**src/rtl/axis_slave_rx_fifo_if.sv**
```systemverilog
`default_nettype none
// ============================================================================
//  Module      : axis_slave_rx_fifo_if
//  Description : Beat-level handshake bundle for the AXI-Stream receive FIFO.
//                It carries the upstream backend beat interface (bk_*) and
//                the downstream AXI-Stream-style master port (m_*).
//                  slave  : view of the FIFO itself (consumes bk_*, drives m_*)
//                  master : view of the surrounding logic (drives bk_*,
//                           consumes m_*)
//  Revision    : 1.0  initial release
// ============================================================================
interface axis_slave_rx_fifo_if;
   logic [31:0] bk_data;
   logic [3:0]  bk_tstrb;
   logic [3:0]  bk_tkeep;
   logic [1:0]  bk_user;
   logic        bk_tlast;
   logic        bk_valid;
   logic        bk_ready;

   logic [31:0] m_tdata;
   logic [3:0]  m_tstrb;
   logic [3:0]  m_tkeep;
   logic [1:0]  m_tuser;
   logic        m_tlast;
   logic        m_tvalid;
   logic        m_tready;

   modport slave (
      input  bk_data, bk_tstrb, bk_tkeep, bk_user, bk_tlast, bk_valid,
      output bk_ready,
      output m_tdata, m_tstrb, m_tkeep, m_tuser, m_tlast, m_tvalid,
      input  m_tready
   );

   modport master (
      output bk_data, bk_tstrb, bk_tkeep, bk_user, bk_tlast, bk_valid,
      input  bk_ready,
      input  m_tdata, m_tstrb, m_tkeep, m_tuser, m_tlast, m_tvalid,
      output m_tready
   );
endinterface
`default_nettype wire

```
**src/rtl/axis_slave_rx_fifo.sv**
```systemverilog
`default_nettype none
// ============================================================================
//  Module      : axis_slave_rx_fifo
//  Description : DEPTH-entry first-word-fall-through receive buffer behind
//                the AXI-Stream slave front end. Tracks buffered complete
//                packets and flags upstream overflow.
//  Ports       : axi_aclk  - clock
//                axi_reset - synchronous active-high reset
//                bus       - bk_* beat input / m_* stream output (slave view)
//                level     - stored beats, 0..DEPTH
//                pkt_cnt   - stored beats carrying tlast
//                ovf_err   - sticky overflow flag
//                clr_err   - clears ovf_err
//  Revision    : 1.0  initial release
// ============================================================================
module axis_slave_rx_fifo #(
   parameter  int DEPTH = 8,
   localparam int PTR_W = $clog2(DEPTH)
) (
   input  wire logic             axi_aclk,
   input  wire logic             axi_reset,
   axis_slave_rx_fifo_if.slave   bus,
   output logic      [PTR_W:0]   level,
   output logic      [PTR_W:0]   pkt_cnt,
   output logic                  ovf_err,
   input  wire logic             clr_err
);

   localparam int               c_entry_w = 43;
   localparam logic [PTR_W:0]   c_full    = (PTR_W+1)'(DEPTH);
   localparam logic [PTR_W:0]   c_cnt_one = (PTR_W+1)'(1);
   localparam logic [PTR_W-1:0] c_ptr_one = PTR_W'(1);

   logic [c_entry_w-1:0] r_mem [DEPTH];
   logic [PTR_W-1:0]     r_wr_ptr;
   logic [PTR_W-1:0]     r_rd_ptr;
   logic [PTR_W:0]       r_count;
   logic [PTR_W:0]       r_pkt_cnt;
   logic                 r_ovf_err;

   logic                 w_full;
   logic                 w_empty;
   logic                 w_push;
   logic                 w_push_acc;
   logic                 w_push_drop;
   logic                 w_pop;
   logic                 w_tvalid;
   logic                 w_pkt_inc;
   logic                 w_pkt_dec;
   logic [c_entry_w-1:0] w_head;

   assign w_full  = (r_count == c_full);
   assign w_empty = (r_count == '0);

   // Upstream derives bk_valid from bk_ready, so bk_ready must come only
   // from registers (and reset) to avoid a combinational loop.
   assign bus.bk_ready = ~w_full & ~axi_reset;

   assign w_push      = bus.bk_valid & ~axi_reset;
   assign w_push_acc  = w_push & ~w_full;
   // A beat offered while full is a protocol violation: drop it, flag it.
   assign w_push_drop = w_push & w_full;

   assign w_tvalid     = ~w_empty & ~axi_reset;
   assign bus.m_tvalid = w_tvalid;
   assign w_pop        = w_tvalid & bus.m_tready;

   // Fall-through head; payload is zeroed whenever nothing is presented.
   assign w_head = w_tvalid ? r_mem[r_rd_ptr] : '0;
   assign {bus.m_tlast, bus.m_tuser, bus.m_tkeep, bus.m_tstrb, bus.m_tdata} = w_head;

   assign w_pkt_inc = w_push_acc & bus.bk_tlast;
   assign w_pkt_dec = w_pop & bus.m_tlast;

   assign level   = r_count;
   assign pkt_cnt = r_pkt_cnt;
   assign ovf_err = r_ovf_err;

   // Storage carries no reset; stale entries are never presented because
   // m_tvalid depends on the count alone.
   always_ff @(posedge axi_aclk) begin
      if (w_push_acc) begin
         r_mem[r_wr_ptr] <= {bus.bk_tlast, bus.bk_user, bus.bk_tkeep,
                             bus.bk_tstrb, bus.bk_data};
      end
   end

   always_ff @(posedge axi_aclk) begin
      if (axi_reset) begin
         r_wr_ptr  <= '0;
         r_rd_ptr  <= '0;
         r_count   <= '0;
         r_pkt_cnt <= '0;
         r_ovf_err <= 1'b0;
      end else begin
         // Pointers wrap naturally since DEPTH is a power of two.
         if (w_push_acc) r_wr_ptr <= r_wr_ptr + c_ptr_one;
         if (w_pop)      r_rd_ptr <= r_rd_ptr + c_ptr_one;

         case ({w_push_acc, w_pop})
            2'b10:   r_count <= r_count + c_cnt_one;
            2'b01:   r_count <= r_count - c_cnt_one;
            default: r_count <= r_count;
         endcase

         case ({w_pkt_inc, w_pkt_dec})
            2'b10:   r_pkt_cnt <= r_pkt_cnt + c_cnt_one;
            2'b01:   r_pkt_cnt <= r_pkt_cnt - c_cnt_one;
            default: r_pkt_cnt <= r_pkt_cnt;
         endcase

         // A new violation wins over a simultaneous clear.
         if (w_push_drop)  r_ovf_err <= 1'b1;
         else if (clr_err) r_ovf_err <= 1'b0;
      end
   end

endmodule
`default_nettype wire
```
**src/flat_wrapper.sv**
```systemverilog
// flat-port wrapper written by rule: the top's interface ports become plain ports
module axis_slave_rx_fifo_flat 
#(
   parameter  int DEPTH = 8,
   localparam int PTR_W = $clog2(DEPTH)
)
  (axi_aclk, axi_reset, level, pkt_cnt, ovf_err, clr_err, bus_bk_data, bus_bk_tstrb, bus_bk_tkeep, bus_bk_user, bus_bk_tlast, bus_bk_valid, bus_bk_ready, bus_m_tdata, bus_m_tstrb, bus_m_tkeep, bus_m_tuser, bus_m_tlast, bus_m_tvalid, bus_m_tready);
  axis_slave_rx_fifo_if bus_i ();
  input  wire logic axi_aclk;
  input  wire logic axi_reset;
  output logic      [PTR_W:0] level;
  output logic      [PTR_W:0] pkt_cnt;
  output logic ovf_err;
  input  wire logic clr_err;
  input wire logic [$bits(bus_i.bk_data)-1:0] bus_bk_data;
  input wire logic [$bits(bus_i.bk_tstrb)-1:0] bus_bk_tstrb;
  input wire logic [$bits(bus_i.bk_tkeep)-1:0] bus_bk_tkeep;
  input wire logic [$bits(bus_i.bk_user)-1:0] bus_bk_user;
  input wire logic [$bits(bus_i.bk_tlast)-1:0] bus_bk_tlast;
  input wire logic [$bits(bus_i.bk_valid)-1:0] bus_bk_valid;
  output wire logic [$bits(bus_i.bk_ready)-1:0] bus_bk_ready;
  output wire logic [$bits(bus_i.m_tdata)-1:0] bus_m_tdata;
  output wire logic [$bits(bus_i.m_tstrb)-1:0] bus_m_tstrb;
  output wire logic [$bits(bus_i.m_tkeep)-1:0] bus_m_tkeep;
  output wire logic [$bits(bus_i.m_tuser)-1:0] bus_m_tuser;
  output wire logic [$bits(bus_i.m_tlast)-1:0] bus_m_tlast;
  output wire logic [$bits(bus_i.m_tvalid)-1:0] bus_m_tvalid;
  input wire logic [$bits(bus_i.m_tready)-1:0] bus_m_tready;
  assign bus_i.bk_data = bus_bk_data;
  assign bus_i.bk_tstrb = bus_bk_tstrb;
  assign bus_i.bk_tkeep = bus_bk_tkeep;
  assign bus_i.bk_user = bus_bk_user;
  assign bus_i.bk_tlast = bus_bk_tlast;
  assign bus_i.bk_valid = bus_bk_valid;
  assign bus_bk_ready = bus_i.bk_ready;
  assign bus_m_tdata = bus_i.m_tdata;
  assign bus_m_tstrb = bus_i.m_tstrb;
  assign bus_m_tkeep = bus_i.m_tkeep;
  assign bus_m_tuser = bus_i.m_tuser;
  assign bus_m_tlast = bus_i.m_tlast;
  assign bus_m_tvalid = bus_i.m_tvalid;
  assign bus_i.m_tready = bus_m_tready;
  axis_slave_rx_fifo #(.DEPTH(DEPTH)) u_core (.axi_aclk(axi_aclk), .axi_reset(axi_reset), .bus(bus_i), .level(level), .pkt_cnt(pkt_cnt), .ovf_err(ovf_err), .clr_err(clr_err));
endmodule
```
**config.mk**
```make
export PLATFORM = sky130hd
export DESIGN_NAME = axis_slave_rx_fifo_flat
export DESIGN_NICKNAME = d
export VERILOG_FILES = /design/src/rtl/axis_slave_rx_fifo_if.sv /design/src/rtl/axis_slave_rx_fifo.sv /design/src/flat_wrapper.sv
export SDC_FILE = /design/constraint.sdc
export NUM_CORES = 1
export LEC_CHECK = 0
export CAP_MARGIN = 5
export CORE_ASPECT_RATIO = 0.75
export CORE_MARGIN = 2
export CORE_UTILIZATION = 40
export CTS_BUF_LIST = sky130_fd_sc_hd__clkbuf_8 sky130_fd_sc_hd__clkbuf_16
export DETAILED_ROUTE_END_ITERATION = 6
export GPL_ROUTABILITY_DRIVEN = 0
export PLACE_DENSITY = 0.6
export SLEW_MARGIN = 15
export SYNTH_ARGS = -nofsm -noshare
export SYNTH_HDL_FRONTEND = slang
export SYNTH_SLANG_ARGS = --single-unit
```
**constraint.sdc**
```tcl
create_clock -name axi_aclk -period 4.3 [get_ports axi_aclk]
set_clock_uncertainty 0.1 [all_clocks]
set_input_delay 0.645 -clock axi_aclk [delete_from_list [all_inputs] [get_ports axi_aclk]]
set_output_delay 0.645 -clock axi_aclk [all_outputs]
set_load 0.005 [all_outputs]
```
-- Yosys cells after proc, flatten, opt, wreduce, memory -nomap -nowiden
Memory sizes are Yosys's and may differ from the RTL's. A register that Yosys moved wholly into a read port is not among the register bits.
Cells that the tools add are included.
- multiplexer cells: 9
- add/subtract/negate cells: 6
- reductions and logical operators: 4
- bitwise logic cells: 11
- equal/unequal tests: 5
- operator list (operator ; number):
    43-bit two-way mux ; 1
    4-bit one-hot mux with 2 select lines ; 2
    4-bit by 1-bit adder with 4-bit output, second input constant ; 2
    1-bit AND ; 8
    4-bit by 1-bit subtractor with 4-bit output, second input constant ; 2
    3-bit by 1-bit adder with 3-bit output, second input constant ; 2
    3-bit two-way mux ; 2
    2-bit nonzero test ; 3
    2-bit by 1-bit == test with 1-bit output, second input constant ; 2
    2-bit == test, second input constant ; 2
    4-bit == test, second input constant ; 1
    4-bit logical NOT ; 1
    1-bit two-way mux ; 4
    1-bit inverter ; 3
- output and inout port bits: 54
- register bits after elaboration: 15
- bits in writable memories: 344
- memories: 1
- memories (name ; depth ; bits a word ; rd ports ; clocked after memory_dff ; write ports ; line ; source):
    u_core.r_mem ; 8 ; 43 ; 1 ; 1 ; 1 ; axis_slave_rx_fifo.sv:34 ; logic [c_entry_w-1:0] r_mem [DEPTH];

-- Longest topological paths before layout
Gate-level depths: netlist of the first run.
- depth after elaboration: 7
- depth in mapped cells: 12
- gate-level depth less buffers: 10

-- Least setup slack after synthesis of the first run
No wires, ideal clock.
- path type: input port to flip-flop
- start point: in axi_reset
- end point: mem u_core.r_mem[0][0], enable pin
- slack: -372 ps
- setup time: 497 ps
- stages: 3
- data required time: 3703 ps
- data arrival time: 4075 ps
- cell sequence: nor3b_2 nand2b_1 nor3_1
- word-level cells in the longest chain between the ends: 5
- RTL lines (what ; line ; source):
    start, declared ; flat_wrapper.sv:10 ; input wire logic axi_reset;
    1-bit inverter ; axis_slave_rx_fifo.sv:59 ; assign w_push = bus.bk_valid & ~axi_reset;
    1-bit AND ; axis_slave_rx_fifo.sv:59 ;
    1-bit AND ; axis_slave_rx_fifo.sv:60 ; assign w_push_acc = w_push & ~w_full;
    1-bit two-way mux ; axis_slave_rx_fifo.sv:82 ; if (w_push_acc) begin
    1-bit two-way mux (not written as such) ; axis_slave_rx_fifo.sv:83 ; r_mem[r_wr_ptr] <= {bus.bk_tlast, bus.bk_user, bus.bk_tkeep,
    end, declared ; axis_slave_rx_fifo.sv:34 ;
Every way passes these cells.

==> results.sh, run 1 <==
export IMPL_status="finished clean"
export IMPL_p_leak_nw=5.14
export IMPL_relSlewSlack=0.557
export IMPL_yosys_area_top_type_share=0.732
export IMPL_boundaryPins=102
export IMPL_synth_cells=662
export IMPL_drc_errors=0
export IMPL_grt_max_degree=45
export IMPL_fin_area_sq_um=16800
export IMPL_ys_types=37
export IMPL_port_buffers=101
export IMPL_tightest_slew_ns=0.665
export IMPL_area_growth_pct=18.9
export IMPL_cp_top_family="multiplexers"
export IMPL_grt_antenna_before_repair=3
export IMPL_endpoint_kind="primary output"
export IMPL_viasPerCell=5.22
export IMPL_synth_largest_area_cell="edfxtp_1"
export IMPL_max_cap_violations=0
export IMPL_synthTopCellsByArea="edfxtp_1, mux4_2, mux2i_1"
export IMPL_max_stage_delay_ns=0.67
export IMPL_ys_seq_area_frac=0.757
export IMPL_cts_tree="built"
export IMPL_holdWs_ns=0.360
export IMPL_critical_path_slowest_cell="dfxtp_4"
export IMPL_rsz0062_at_grt="no"
export IMPL_crit_arrival_ns=3.04
export IMPL_min_period_ns=3.79
export IMPL_first_pass_iters=5
export IMPL_cp_cell_sequence="buf_12 > mux4_2 > mux2i_1 > nor2_1 > clkdlybuf4s50_1"
export IMPL_dp_hpwl_um=15800
export IMPL_hold_path_class="flop to flop"
export IMPL_drive_gt1_frac=0.192
export IMPL_num_vias=6614
export IMPL_vdd_ir_drop_max_mv=0.347
export IMPL_setup_violations=0
export IMPL_die_x_um=221
export IMPL_clkSlewWorstSetupHoldPaths_ns=0.06
export IMPL_pwr_density_cell_nw_per_um2=436
export IMPL_wl_per_cell_um=22.6
export IMPL_clkSinkCount=362
export IMPL_synth_edf_count=344
export IMPL_synth_seq_cells=362
export IMPL_ctsHoldBuffers=0
export IMPL_fmax_ghz=0.264
export IMPL_grt_pass1_wl_um=43400
export IMPL_h_tree_depth=2
export IMPL_finalCritPeriodShare=0.881
export IMPL_synth_avg_cell_area_sq_um=21.3
export IMPL_grt_overflow=0
export IMPL_path_max_fanout=42
export IMPL_first_iter_violations=500
export IMPL_initial_utilization=0.407
export IMPL_rows=59
export IMPL_synth_flop_cell="edfxtp_1"
export IMPL_postCtsResizedCells=0
export IMPL_final_nets=844
export IMPL_grt_pass1_vias=7074
export IMPL_critPathKind="flop to primary output"
export IMPL_start_kind="flop"
export IMPL_clock_latency_ns=0.52
export IMPL_finalHoldViolations=0
export IMPL_cts_setup_buffers=0
export IMPL_routed_wl_um=28700
export IMPL_setup_tns_final_ns=0
export IMPL_critPathRequiredTime_ns=3.56
export IMPL_final_antenna_net_count=0
export IMPL_grt_total_usage=0.157
export IMPL_cts_path_max_buffers=3
export IMPL_coreArea_sq_um=34700
export IMPL_numCtsBuffers=36
export IMPL_die_area_sq_um=36800
export IMPL_slew_violations=0
export IMPL_syn_num_nets=719
export IMPL_place_area_sq_um=15700
export IMPL_die_h_um=167
export IMPL_syn_area_sq_um=14100
export IMPL_ys_warn_count=0
export IMPL_root_buffer="clkbuf_16"
export IMPL_cp_num_buf_inv=2
export IMPL_ys_async_sr_fraction=0
registers in the layout (all words and copies together), names as in the netlist, named ones only:
signal and cells:
u_core.r_mem 344, u_core.level 4, u_core.pkt_cnt 4, u_core.r_rd_ptr 3, u_core.r_wr_ptr 3, u_core.ovf_err 1
layout by cell type (no fill, tap or decap), drive strengths merged, types with 2 or more instances in the layout:
cell type      instances
a21oi                 10
buf                   21
clkbuf                37
clkdlybuf4s50        101
clkinv                 9
dfxtp                 18
diode                  2
edfxtp               344
ha                     8
inv                   17
mux2i                 45
mux4                  86
nand2                  8
nand2b                 7
nand3                  2
nor2                  61
nor2b                  2
nor3                   4
nor4b                  2
o21ai                  6
or3                    2
xor2                   5
synthesized netlist by cell type (5+ instances only):
master and count:
nor2_1 61, mux2i_1 45, dfxtp_1 18, ha_1 8
buf_2 14, o21ai_0 5, buf_4 5, buf_12 5
mux4_1 10, nand2b_1 7, a21oi_1 10, xor2_1 5
nand2_1 8, inv_1 6, clkbuf_1 10, mux4_2 76
edfxtp_1 344
stage by stage:
step           cells  power (mW)  utilization  setup WS [ns]
2_1_floorplan    662        4.33            -          0.779
3_3_place_gp    1206        4.56        0.453          0.769
3_5_place_dp    1206        4.58        0.453          0.673
4_1_cts         1265        7.40        0.483          0.430
5_1_grt         1265        7.57        0.483          0.295
6_report        1267        7.31        0.484          0.512
logic make-up (layout without fill, tap and decap cells):
family | count (synthesis) | count (layout) | synth area share
other cells | 0 | 2 | 0
compound gates | 18 | 18 | 0.00682
flops | 362 | 362 | 0.757
simple gates | 95 | 95 | 0.0321
mux | 131 | 131 | 0.172
fa+ha+maj | 9 | 9 | 0.00851
xor+xnor | 6 | 6 | 0.00372
buf+inv | 41 | 187 | 0.0198
routing by layer:
metal / share of wire / vias to the layer above / global-route usage
met2: 0.49 / 179 / 0.258
met3: 0.054 / 49 / 0.0365
li1: - / 2951 / -
met5: 0.00056 / - / 0
met1: 0.44 / 3433 / 0.211
met4: 0.019 / 2 / 0.0438
where the power goes:
part / internal, mW / total, mW / leakage, nW / switching, mW
registers: 3.91 / 3.95 / 3.26 / 0.0402
clock network: 1.60 / 2.82 / 0.552 / 1.22
logic: 0.293 / 0.545 / 1.34 / 0.252
total: 5.80 / 7.31 / 5.14 / 1.51
cell type report:
cell class,instances,area [sq um]
fill,2802,17900
clock inverter,22,118
tap,457,572
clock buffer,37,926
timing repair buffer,122,1220
multi-input combinational,259,3210
antenna,2,5.00
sequential,362,10700
inverter,6,22.5
path summary, 6_finish.rpt:
kind | start | endpoint | slack, ns | depth (start not counted)
max | flop | bus_m_tkeep[1] | 0.51 | 5
min | u_core.r_rd_ptr[2]$_SDFFE_PP0P_ | flop | 0.36 | 1
max reg2reg | flop | u_core.pkt_cnt[3]$_SDFFE_PP0P_ | 0.90 | 9
min reg2reg | u_core.r_rd_ptr[2]$_SDFFE_PP0P_ | flop | 0.36 | 1
worst reg2reg max path, stage by stage, from the launching register on:
cell,delay [ns]
dfxtp_4,0.67
mux4_2,0.58
mux2i_1,0.33
nor3_1,0.10
ha_1,0.23
ha_1,0.34
a21oi_1,0.23
a21oi_1,0.12
or4_1,0.47
a21oi_1,0.16
No activity file was read; power rests on OpenSTA's default activity.
==> run 2, diff against run 1 <==
--- a/config.mk
+++ b/config.mk
@@ -17,3 +17,4 @@
 export SYNTH_ARGS = -nofsm -noshare
 export SYNTH_HDL_FRONTEND = slang
 export SYNTH_SLANG_ARGS = --single-unit
+export TNS_END_PERCENT = 10
==> run 2 against run 1 <==
Effect of this change:
- worst setup slack got worse by 0.045 ns
- final cell count is 0.16% lower
- clock-buffer cell count stayed put
- cell area grew 0.70%
- critical endpoint is now bus_m_tdata[17]
==> results.sh, run 2 (same netlist as run 1, synthesis figures left out) <==
export IMPL_postCtsResizedCells=0
export IMPL_hold_path_class="flop to flop"
export IMPL_vdd_ir_drop_max_mv=0.221
export IMPL_rows=59
export IMPL_tightest_slew_ns=0.712
export IMPL_clkSinkCount=362
export IMPL_grt_max_degree=44
export IMPL_ctsHoldBuffers=0
export IMPL_utilization=0.487
export IMPL_place_area_sq_um=15700
export IMPL_top_register="u_core.r_mem"
export IMPL_area_growth_pct=19.7
export IMPL_first_pass_iters=5
export IMPL_grtUsageMet2=0.252
export IMPL_met3_usage=0.0346
export IMPL_dp_hpwl_um=15100
export IMPL_clkSlewWorstSetupHoldPaths_ns=0.06
export IMPL_die_h_um=167
export IMPL_slew_violations=0
export IMPL_multiInputGateArea_sq_um=3210
export IMPL_finalHoldViolations=0
export IMPL_netSwitchingFraction=0.205
export IMPL_critPathKind="flop to primary output"
export IMPL_p_sw_mw=1.54
export IMPL_fmax_ghz=0.261
export IMPL_drive_gt1_frac=0.191
export IMPL_sequential_cell_area_sq_um=10700
export IMPL_cts_path_max_buffers=3
export IMPL_critical_path_slowest_cell="dfxtp_4"
export IMPL_final_cell_mix="edfxtp_1, clkdlybuf4s50_1, mux4_2"
export IMPL_h_tree_depth=2
export IMPL_final_nets=839
export IMPL_antennaDiodeCount=0
export IMPL_initial_utilization=0.407
export IMPL_grt_total_usage=0.153
export IMPL_boundaryPins=102
export IMPL_n_fill_cell=2842
export IMPL_setup_violations=0
export IMPL_pwr_density_cell_nw_per_um2=446
export IMPL_cts_tree="built"
export IMPL_grt_pass1_vias=7053
export IMPL_grt_pass1_wl_um=42600
export IMPL_comb_power_share=0.073
export IMPL_endpoint_kind="primary output"
export IMPL_die_x_um=221
export IMPL_seq_power_share=0.523
export IMPL_grt_overflow=0
export IMPL_drc_errors=0
export IMPL_root_buffer="clkbuf_16"
export IMPL_die_area_sq_um=36800
export IMPL_numCtsBuffers=36
export IMPL_path_max_fanout=23
export IMPL_rsz0062_at_grt="no"
export IMPL_fin_area_sq_um=16900
export IMPL_routed_wl_um=28200
export IMPL_crit_arrival_ns=3.09
export IMPL_mostFrequentLayoutCell="edfxtp_1"
export IMPL_max_cap_violations=0
export IMPL_final_antenna_net_count=0
export IMPL_coreArea_sq_um=34700
export IMPL_viasPerCell=5.25
export IMPL_clock_latency_ns=0.52
export IMPL_grt_antenna_before_repair=2
export IMPL_grtUsageMet1=0.207
export IMPL_min_period_ns=3.83
export IMPL_cts_setup_buffers=0
export IMPL_cp_cell_sequence="buf_4 > mux4_1 > mux2i_1 > nor2_1 > clkdlybuf4s50_1"
export IMPL_critPathRequiredTime_ns=3.56
export IMPL_num_vias=6636
export IMPL_relSlewSlack=0.525
export IMPL_port_buffers=101
export IMPL_busiest_layer="met2"
export IMPL_status="finished clean"
export IMPL_finalCritPeriodShare=0.892
export IMPL_largest_reg_flops=344
export IMPL_max_stage_delay_ns=0.65
export IMPL_internal_power_mw=6.00
export IMPL_first_iter_violations=451
export IMPL_start_kind="flop"
export IMPL_p_leak_nw=5.18
export IMPL_clkPwrFrac=0.404
export IMPL_wl_per_cell_um=22.3
run 2: cell count changes in the layout (fill, tap and decap cells not counted), sizes merged:
| cell | change |
|---|---|
| clkinvlp | +2 |
| diode | -2 |
| bufinv | +3 |
| buf | -5 |
run 2: layer usage:
metal / vias to the layer above / wire [um]
met5: - / 33
met3: 45 / 1400
li1: 2946 / -
met1: 3482 / 12500
met2: 159 / 13800
met4: 4 / 432
run 2: worst max-delay path: cells and delay by family (launching register included):
kind	cells	cell delay [ns]
buffers and inverters	2	0.97
flip-flops	1	0.65
multiplexers	2	0.85
AND/OR/NAND/NOR	1	0.09
run 2: through the flow:
| step | hold WS, ns | instances | power (mW) | setup WS [ns] | setup TNS [ns] |
|---|---|---|---|---|---|
| 2_1_floorplan | 0.328 | 662 | 4.33 | -0.351 | -15.09 |
| 3_3_place_gp | 0.339 | 1201 | 4.56 | 0.792 | 0 |
| 3_5_place_dp | 0.365 | 1201 | 4.58 | 0.662 | 0 |
| 4_1_cts | 0.379 | 1265 | 7.64 | 0.383 | 0 |
| 5_1_grt | 0.394 | 1265 | 7.82 | 0.266 | 0 |
| 6_report | 0.376 | 1265 | 7.54 | 0.466 | 0 |
run 2: power by group through the flow:
stage,combinational [mW],sequential [mW],clock [mW]
2_1_floorplan,0.333,4.00,0
3_3_place_gp,0.544,4.02,0
3_5_place_dp,0.561,4.02,0
4_1_cts,0.564,3.95,3.13
5_1_grt,0.597,3.95,3.27
6_report,0.549,3.94,3.05
run 2: layout make-up:
cell class / instances / area share
Sequential cell: 362 / 0.633
Clock inverter: 27 / 0.0131
Timing Repair Buffer: 117 / 0.0736
Tap cell: 457 / 0.0338
Multi-Input combinational cell: 259 / 0.190
Inverter: 6 / 0.00133
Clock buffer: 37 / 0.0548
run 2: worst paths after layout:
path,startpoint,end,slack (ns),depth (start not counted)
worst min-delay path,u_core.r_rd_ptr[2]$_SDFFE_PP0P_,flop,0.38,1
worst max register to register,u_core.level[0]$_SDFFE_PP0P_,u_core.pkt_cnt[3]$_SDFFE_PP0P_,0.98,9
worst min register to register,u_core.r_rd_ptr[2]$_SDFFE_PP0P_,flop,0.38,1
worst max-delay path,flop,bus_m_tdata[17],0.47,5
